**src/rtl/fuse_read_ctrl.sv**
```systemverilog
// Fuse read sequencer: turns the PKT wrapper's request/index into one timed macro strobe and holds the result.
// Optional macro odd-parity checking is compiled in when FUSE_PARITY_EN is defined.
module fuse_read_ctrl #(
    parameter int FUSE_MEM_SIZE = 34,
    parameter int READ_LAT      = 2,
    parameter int ADDR_W        = $clog2(FUSE_MEM_SIZE)
) (
    input  logic              clk_i,
    input  logic              rst_ni,
    input  logic              fuse_req_i,
    input  logic [31:0]       fuse_addr_i,
    output logic [31:0]       fuse_rdata_o,
    output logic              busy_o,
    output logic              done_o,
    output logic              err_o,
    output logic              fuse_mem_en_o,
    output logic [ADDR_W-1:0] fuse_mem_addr_o,
    input  logic [32:0]       fuse_mem_rdata_i
);

    localparam int                 CNT_W    = 4;
    localparam logic [CNT_W-1:0]   CNT_LOAD = CNT_W'(READ_LAT - 1);
    localparam logic [CNT_W-1:0]   CNT_ONE  = CNT_W'(1);
    localparam logic [CNT_W-1:0]   CNT_ZERO = CNT_W'(0);
    localparam logic [31:0]        MEM_SIZE = 32'(FUSE_MEM_SIZE);
`ifdef FUSE_PARITY_EN
    localparam logic               PARITY_EN = 1'b1;
`else
    localparam logic               PARITY_EN = 1'b0;
`endif

    typedef enum logic [1:0] {
        IDLE   = 2'd0,
        STROBE = 2'd1,
        WAIT   = 2'd2,
        DONE   = 2'd3
    } state_t;

    function automatic logic parity_odd_ok(input logic [32:0] word);
        return ((^word) == 1'b1);
    endfunction

    state_t             r_state;
    state_t             w_state_nxt;
    logic               r_req;
    logic [31:0]        r_idx;
    logic [31:0]        w_idx_nxt;
    logic [CNT_W-1:0]   r_cnt;
    logic [CNT_W-1:0]   w_cnt_nxt;
    logic [31:0]        r_rdata;
    logic [31:0]        w_rdata_nxt;
    logic               r_busy;
    logic               w_busy_nxt;
    logic               r_done;
    logic               w_done_nxt;
    logic               r_err;
    logic               w_err_nxt;
    logic               r_en;
    logic               w_en_nxt;
    logic [ADDR_W-1:0]  r_maddr;
    logic [ADDR_W-1:0]  w_maddr_nxt;

    logic               w_trigger;
    logic               w_in_range;
    logic               w_word_ok;

    // A held request re-fires only when the index moved away from the one last served.
    assign w_trigger  = fuse_req_i & (~r_req | (fuse_addr_i != r_idx));
    assign w_in_range = (fuse_addr_i < MEM_SIZE);
    assign w_word_ok  = ~PARITY_EN | parity_odd_ok(fuse_mem_rdata_i);

    // Next-state and next-output decode
    always_comb begin
        w_state_nxt = r_state;
        w_idx_nxt   = r_idx;
        w_cnt_nxt   = r_cnt;
        w_rdata_nxt = r_rdata;
        w_busy_nxt  = r_busy;
        w_done_nxt  = 1'b0;
        w_err_nxt   = r_err;
        w_en_nxt    = 1'b0;
        w_maddr_nxt = r_maddr;
        case (r_state)
            IDLE: begin
                w_busy_nxt = 1'b0;
                if (w_trigger) begin
                    w_idx_nxt  = fuse_addr_i;
                    w_err_nxt  = 1'b0;
                    w_busy_nxt = 1'b1;
                    if (w_in_range) begin
                        w_state_nxt = STROBE;
                        w_en_nxt    = 1'b1;
                        w_maddr_nxt = fuse_addr_i[ADDR_W-1:0];
                    end else begin
                        w_state_nxt = DONE;
                        w_rdata_nxt = 32'h0000_0000;
                        w_err_nxt   = 1'b1;
                        w_done_nxt  = 1'b1;
                    end
                end else begin
                    w_state_nxt = IDLE;
                end
            end
            STROBE: begin
                w_state_nxt = WAIT;
                w_cnt_nxt   = CNT_LOAD;
            end
            WAIT: begin
                if (r_cnt == CNT_ZERO) begin
                    w_state_nxt = DONE;
                    w_done_nxt  = 1'b1;
                    w_rdata_nxt = w_word_ok ? fuse_mem_rdata_i[31:0] : 32'h0000_0000;
                    w_err_nxt   = ~w_word_ok;
                end else begin
                    w_cnt_nxt   = r_cnt - CNT_ONE;
                end
            end
            DONE: begin
                w_state_nxt = IDLE;
                w_busy_nxt  = 1'b0;
            end
            default: begin
                w_state_nxt = IDLE;
                w_busy_nxt  = 1'b0;
            end
        endcase
    end

    // State register
    always_ff @(posedge clk_i or negedge rst_ni) begin
        if (!rst_ni) begin
            r_state <= IDLE;
        end else begin
            r_state <= w_state_nxt;
        end
    end

    // Latched index, request history, latency counter and registered outputs
    always_ff @(posedge clk_i or negedge rst_ni) begin
        if (!rst_ni) begin
            r_req   <= 1'b0;
            r_idx   <= 32'h0000_0000;
            r_cnt   <= CNT_ZERO;
            r_rdata <= 32'h0000_0000;
            r_busy  <= 1'b0;
            r_done  <= 1'b0;
            r_err   <= 1'b0;
            r_en    <= 1'b0;
            r_maddr <= {ADDR_W{1'b0}};
        end else begin
            r_req   <= fuse_req_i;
            r_idx   <= w_idx_nxt;
            r_cnt   <= w_cnt_nxt;
            r_rdata <= w_rdata_nxt;
            r_busy  <= w_busy_nxt;
            r_done  <= w_done_nxt;
            r_err   <= w_err_nxt;
            r_en    <= w_en_nxt;
            r_maddr <= w_maddr_nxt;
        end
    end

    assign fuse_rdata_o    = r_rdata;
    assign busy_o          = r_busy;
    assign done_o          = r_done;
    assign err_o           = r_err;
    assign fuse_mem_en_o   = r_en;
    assign fuse_mem_addr_o = r_maddr;

endmodule

```
**config.mk**
```make
export PLATFORM = sky130hd
export DESIGN_NAME = fuse_read_ctrl
export DESIGN_NICKNAME = d
export VERILOG_FILES = /design/src/rtl/fuse_read_ctrl.sv
export SDC_FILE = /design/constraint.sdc
export NUM_CORES = 1
export LEC_CHECK = 0
export ABC_CLOCK_PERIOD_IN_PS = 5800
export BUFFER_PORTS_ARGS = -buffer_cell sky130_fd_sc_hd__buf_2
export CAP_MARGIN = 20
export CORE_ASPECT_RATIO = 1.5
export CORE_MARGIN = 1.5
export CORE_UTILIZATION = 55
export DETAILED_ROUTE_END_ITERATION = 12
export PLACE_DENSITY_LB_ADDON = 0.12
export SLEW_MARGIN = 15
export SYNTH_ARGS = -nofsm -noshare
export SYNTH_HDL_FRONTEND = slang
export SYNTH_SLANG_ARGS = --single-unit
export TNS_END_PERCENT = 50
```
**constraint.sdc**
```tcl
create_clock -name clk_i -period 5.8 [get_ports clk_i]
set_input_delay 0.29 -clock clk_i [delete_from_list [all_inputs] [get_ports clk_i]]
set_output_delay 0.29 -clock clk_i [all_outputs]
set_load 0.02 [all_outputs]
```
==> flow_summary.toml <==
[setup_path]
path_max_fanout = 32
cp.required_ns = 6.03
timing.reg2reg.worst_path_depth = 7
worst-endpoint-arrival_ns = 3.02
timing.rr.end = "fuse_rdata_o[15]$_DFFE_PN0P_"
critical_path.endpoint_type = "register"
worstReg2RegStart = "r_cnt[0]$_DFFE_PN0P_"
start_kind = "register"
reg2reg_slack_ns = 3.01
critPathKind = "reg2reg"

[cts]
cts_tree = "done"
clockBufferDepth = 2
ctsResizeCount = 0
post_cts_setup_buffer_count = 0
root_buffer = "sky130_fd_sc_hd__clkbuf_8"
clock_sinks = 81
cts_max_level = 3
total_cts_buffers = 9
worst_skew_pair.late_latency_ns = 0.35
clk_pin_slew_worst_paths_ns = 0.08
cts_hold_buffers = 0

[yosys]
synth_top_area_share_pct = 55.3
ys_warn_count = 0
synth.net_count = 358
syn_avg_cell_area_um2 = 12.9
synth-main-ff-cell = "sky130_fd_sc_hd__dfrtp_1"
number_of_flops_mapped_to_enable_cells_by_yosys = 0
yosys-top-cells-area = "sky130_fd_sc_hd__dfrtp_1, sky130_fd_sc_hd__mux2_2, sky130_fd_sc_hd__a32o_1"
syn_inst = 285
number_of_synthesized_register_bits = 81
mappedNetlistArea_um2 = 3660
synth_cell_type_count = 37
cell_taking_the_most_area_after_synthesis = "sky130_fd_sc_hd__dfrtp_1"
ys_async_sr_fraction_pct = 100
ys_seq_area_share_pct = 55.3

[floorplanning]
initial_utilization_pct = 56.5
dieHeight_um = 103
floorplan.die.width_um = 69.7
core_area_um2 = 6490
core.rowCount = 36
design.die.area_um2 = 7170
io_pins = 110

[sta]
max_clock_freq_mhz = 358
max_slew_margin_pct = 29.1
final-hold-violation-count = 0
timing_worst_slew_pin_value_ns = 1.06
report.final.setup_viol = 0
fin_crit_ns = 2.79
tns_ns = 0
period_share_pct = 48.1
clock_skew_ns = 0.0132
grt_setup_unrepaired = "false"
slew_limit_fails = 0

[route]
via_count = 2731
wire_per_inst_um = 16.8
dr.pass1.iters = 4
wirelength_routed_mm = 7.94
route.detailed.drc = 0
viasPerCell = 5.80
ant_nets = 0
drt_first_iter_violations = 172

[finish]
num_antenna_cells = 0
final_layout_size_suffix_gt1_share_pct = 41.5
fin_util_pct = 68.6
fin_nets = 465
layout.cells.most_common_list = "sky130_fd_sc_hd__buf_2, sky130_fd_sc_hd__dfrtp_1, sky130_fd_sc_hd__a32o_1"
syn_to_final_growth_pct = 21.4
finalNonFillerCells = 471
most_common_cell_after_layout_fill_and_taps_aside = "sky130_fd_sc_hd__buf_2"

[grt]
grt_first_pass_wirelength_mm = 12.6
all_layer_global_routing_usage_pct = 22.6
grt_remaining_overflow = 0
antenna_found_initial = 0
grt_max_degree = 82
first_global_vias = 2714

[pwr]
switching_share_of_power_pct = 38.3
portion_of_total_power_attributed_to_combinational_logic_pct = 41.7
vdd.ir_drop.worst_mv = 0.287
p_leak_nw = 2.17
internal_power_w = 0.00132
pwr-share-seq_pct = 41.2
power.clock.fraction_pct = 17.0
power.density_nw_per_um2 = 479
switching_component_of_the_power_w = 0.000817

[run_status]
status = "finished clean"

[job]
cap_violations = 0

[worst_hold_path]
holdPathEnd = "r_req$_DFF_PN0_"
hp-class = "in2reg"
min_path_cells = 1
hold_start = "fuse_req_i"

[placed_design]
gp_routability_congestion = 0.784
dpl.cell_count = 455
dp.final_hpwl_mm = 5.57
buffer_ports.inserted = 108
## metrics by stage
stage | power, W | setup slack (ns) | instance area (µm²) | hold WS (ns)
after global routing | 0.00228 | 2.80 | 4450 | 0.0962
final | 0.00213 | 3.01 | 4450 | 0.111
after detailed placement | 0.00178 | 3.03 | 4240 | 0.467
after CTS | 0.00214 | 3.01 | 4410 | 0.101
after floorplan | 0.00154 | 3.48 | 3660 | -0.00559
after global placement | 0.00174 | 3.08 | 4240 | 0.458
## cells in the mapped netlist, drive strengths merged, types with 2 or more instances
master and n:
nor4 16, nor2 5, clkbuf 6, xnor2 2, o22ai 2, xor2 27
nand3 5, or4b 2, nor3 3, nand2 13, a32o 32, nand4 2
buf 10, dfrtp 81, mux2 37, ha 5, o21ai 12, a211oi 2
inv 10
## critical path: stages, from the launching register on
cell and delay (ns):
sky130_fd_sc_hd__dfrtp_1 0.42, sky130_fd_sc_hd__inv_1 0.11, sky130_fd_sc_hd__ha_1 0.18, sky130_fd_sc_hd__nand3_1 0.17, sky130_fd_sc_hd__nand2_1 0.22, sky130_fd_sc_hd__o21ai_0 0.20, sky130_fd_sc_hd__or4b_2 1.01, sky130_fd_sc_hd__a32o_1 0.37
## per-layer routing
metal  wire length (µm)  global-route usage, %  vias up
li1                   -                      -     1279
met1               3190                   28.4     1345
met2               4130                   37.5       92
met3                432                   4.99       15
met4                184                   10.9        0
met5                  0                      0        -
## cell families (layout without fill, tap and decap cells)
group | after synthesis | after routing | synth area share, %
xor gates and xnor gates | 29 | 29 | 6.93
buffers and inverters | 26 | 136 | 3.38
DFF | 81 | 81 | 55.3
AOI/OAI and AO/OA | 57 | 57 | 13.4
muxes | 37 | 37 | 12.0
adders and majority gates | 5 | 5 | 1.71
and+or+nand+nor | 50 | 50 | 7.31
## registers in the layout, indices dropped and copies added, names as in the netlist
signal,count
r_cnt,4
r_req,1
err_o,1
done_o,1
r_state,2
fuse_rdata_o,32
fuse_mem_addr_o,6
r_idx,32
fuse_mem_en_o,1
busy_o,1
## cell type report
class,instances,area [µm²]
Clock buffer,11,151
Clock inverter,3,17.5
Fill cell,511,2040
Inverter,10,37.5
Multi-Input combinational cell,178,1530
Sequential cell,81,2030
Tap cell,76,95.1
Timing Repair Buffer,112,596
## power by group through the flow
| stage | clock (W) | sequential, W | combinational [W] |
|---|---|---|---|
| final | 0.000363 | 0.000880 | 0.000890 |
| after global routing | 0.000396 | 0.000902 | 0.000978 |
| after CTS | 0.000371 | 0.000879 | 0.000895 |
| after detailed placement | 0 | 0.000889 | 0.000891 |
| after global placement | 0 | 0.000874 | 0.000869 |
| after floorplan | 0 | 0.000938 | 0.000599 |
## worst max-delay path by stage
stage	from	end	slack, ns	cells after the start
global placement	r_cnt[0]$_DFFE_PN0P_	fuse_rdata_o[14]$_DFFE_PN0P_	3.08	7
detailed placement	r_cnt[0]$_DFFE_PN0P_	fuse_rdata_o[17]$_DFFE_PN0P_	3.03	7
CTS	r_cnt[0]$_DFFE_PN0P_	fuse_rdata_o[10]$_DFFE_PN0P_	3.01	7
floorplan	r_idx[9]$_DFFE_PN0P_	r_idx[10]$_DFFE_PN0P_	3.48	7
global route	r_cnt[0]$_DFFE_PN0P_	fuse_rdata_o[5]$_DFFE_PN0P_	2.80	7
finish	r_cnt[0]$_DFFE_PN0P_	fuse_rdata_o[15]$_DFFE_PN0P_	3.01	7
Note: power is estimated with default switching activity, not from simulation.
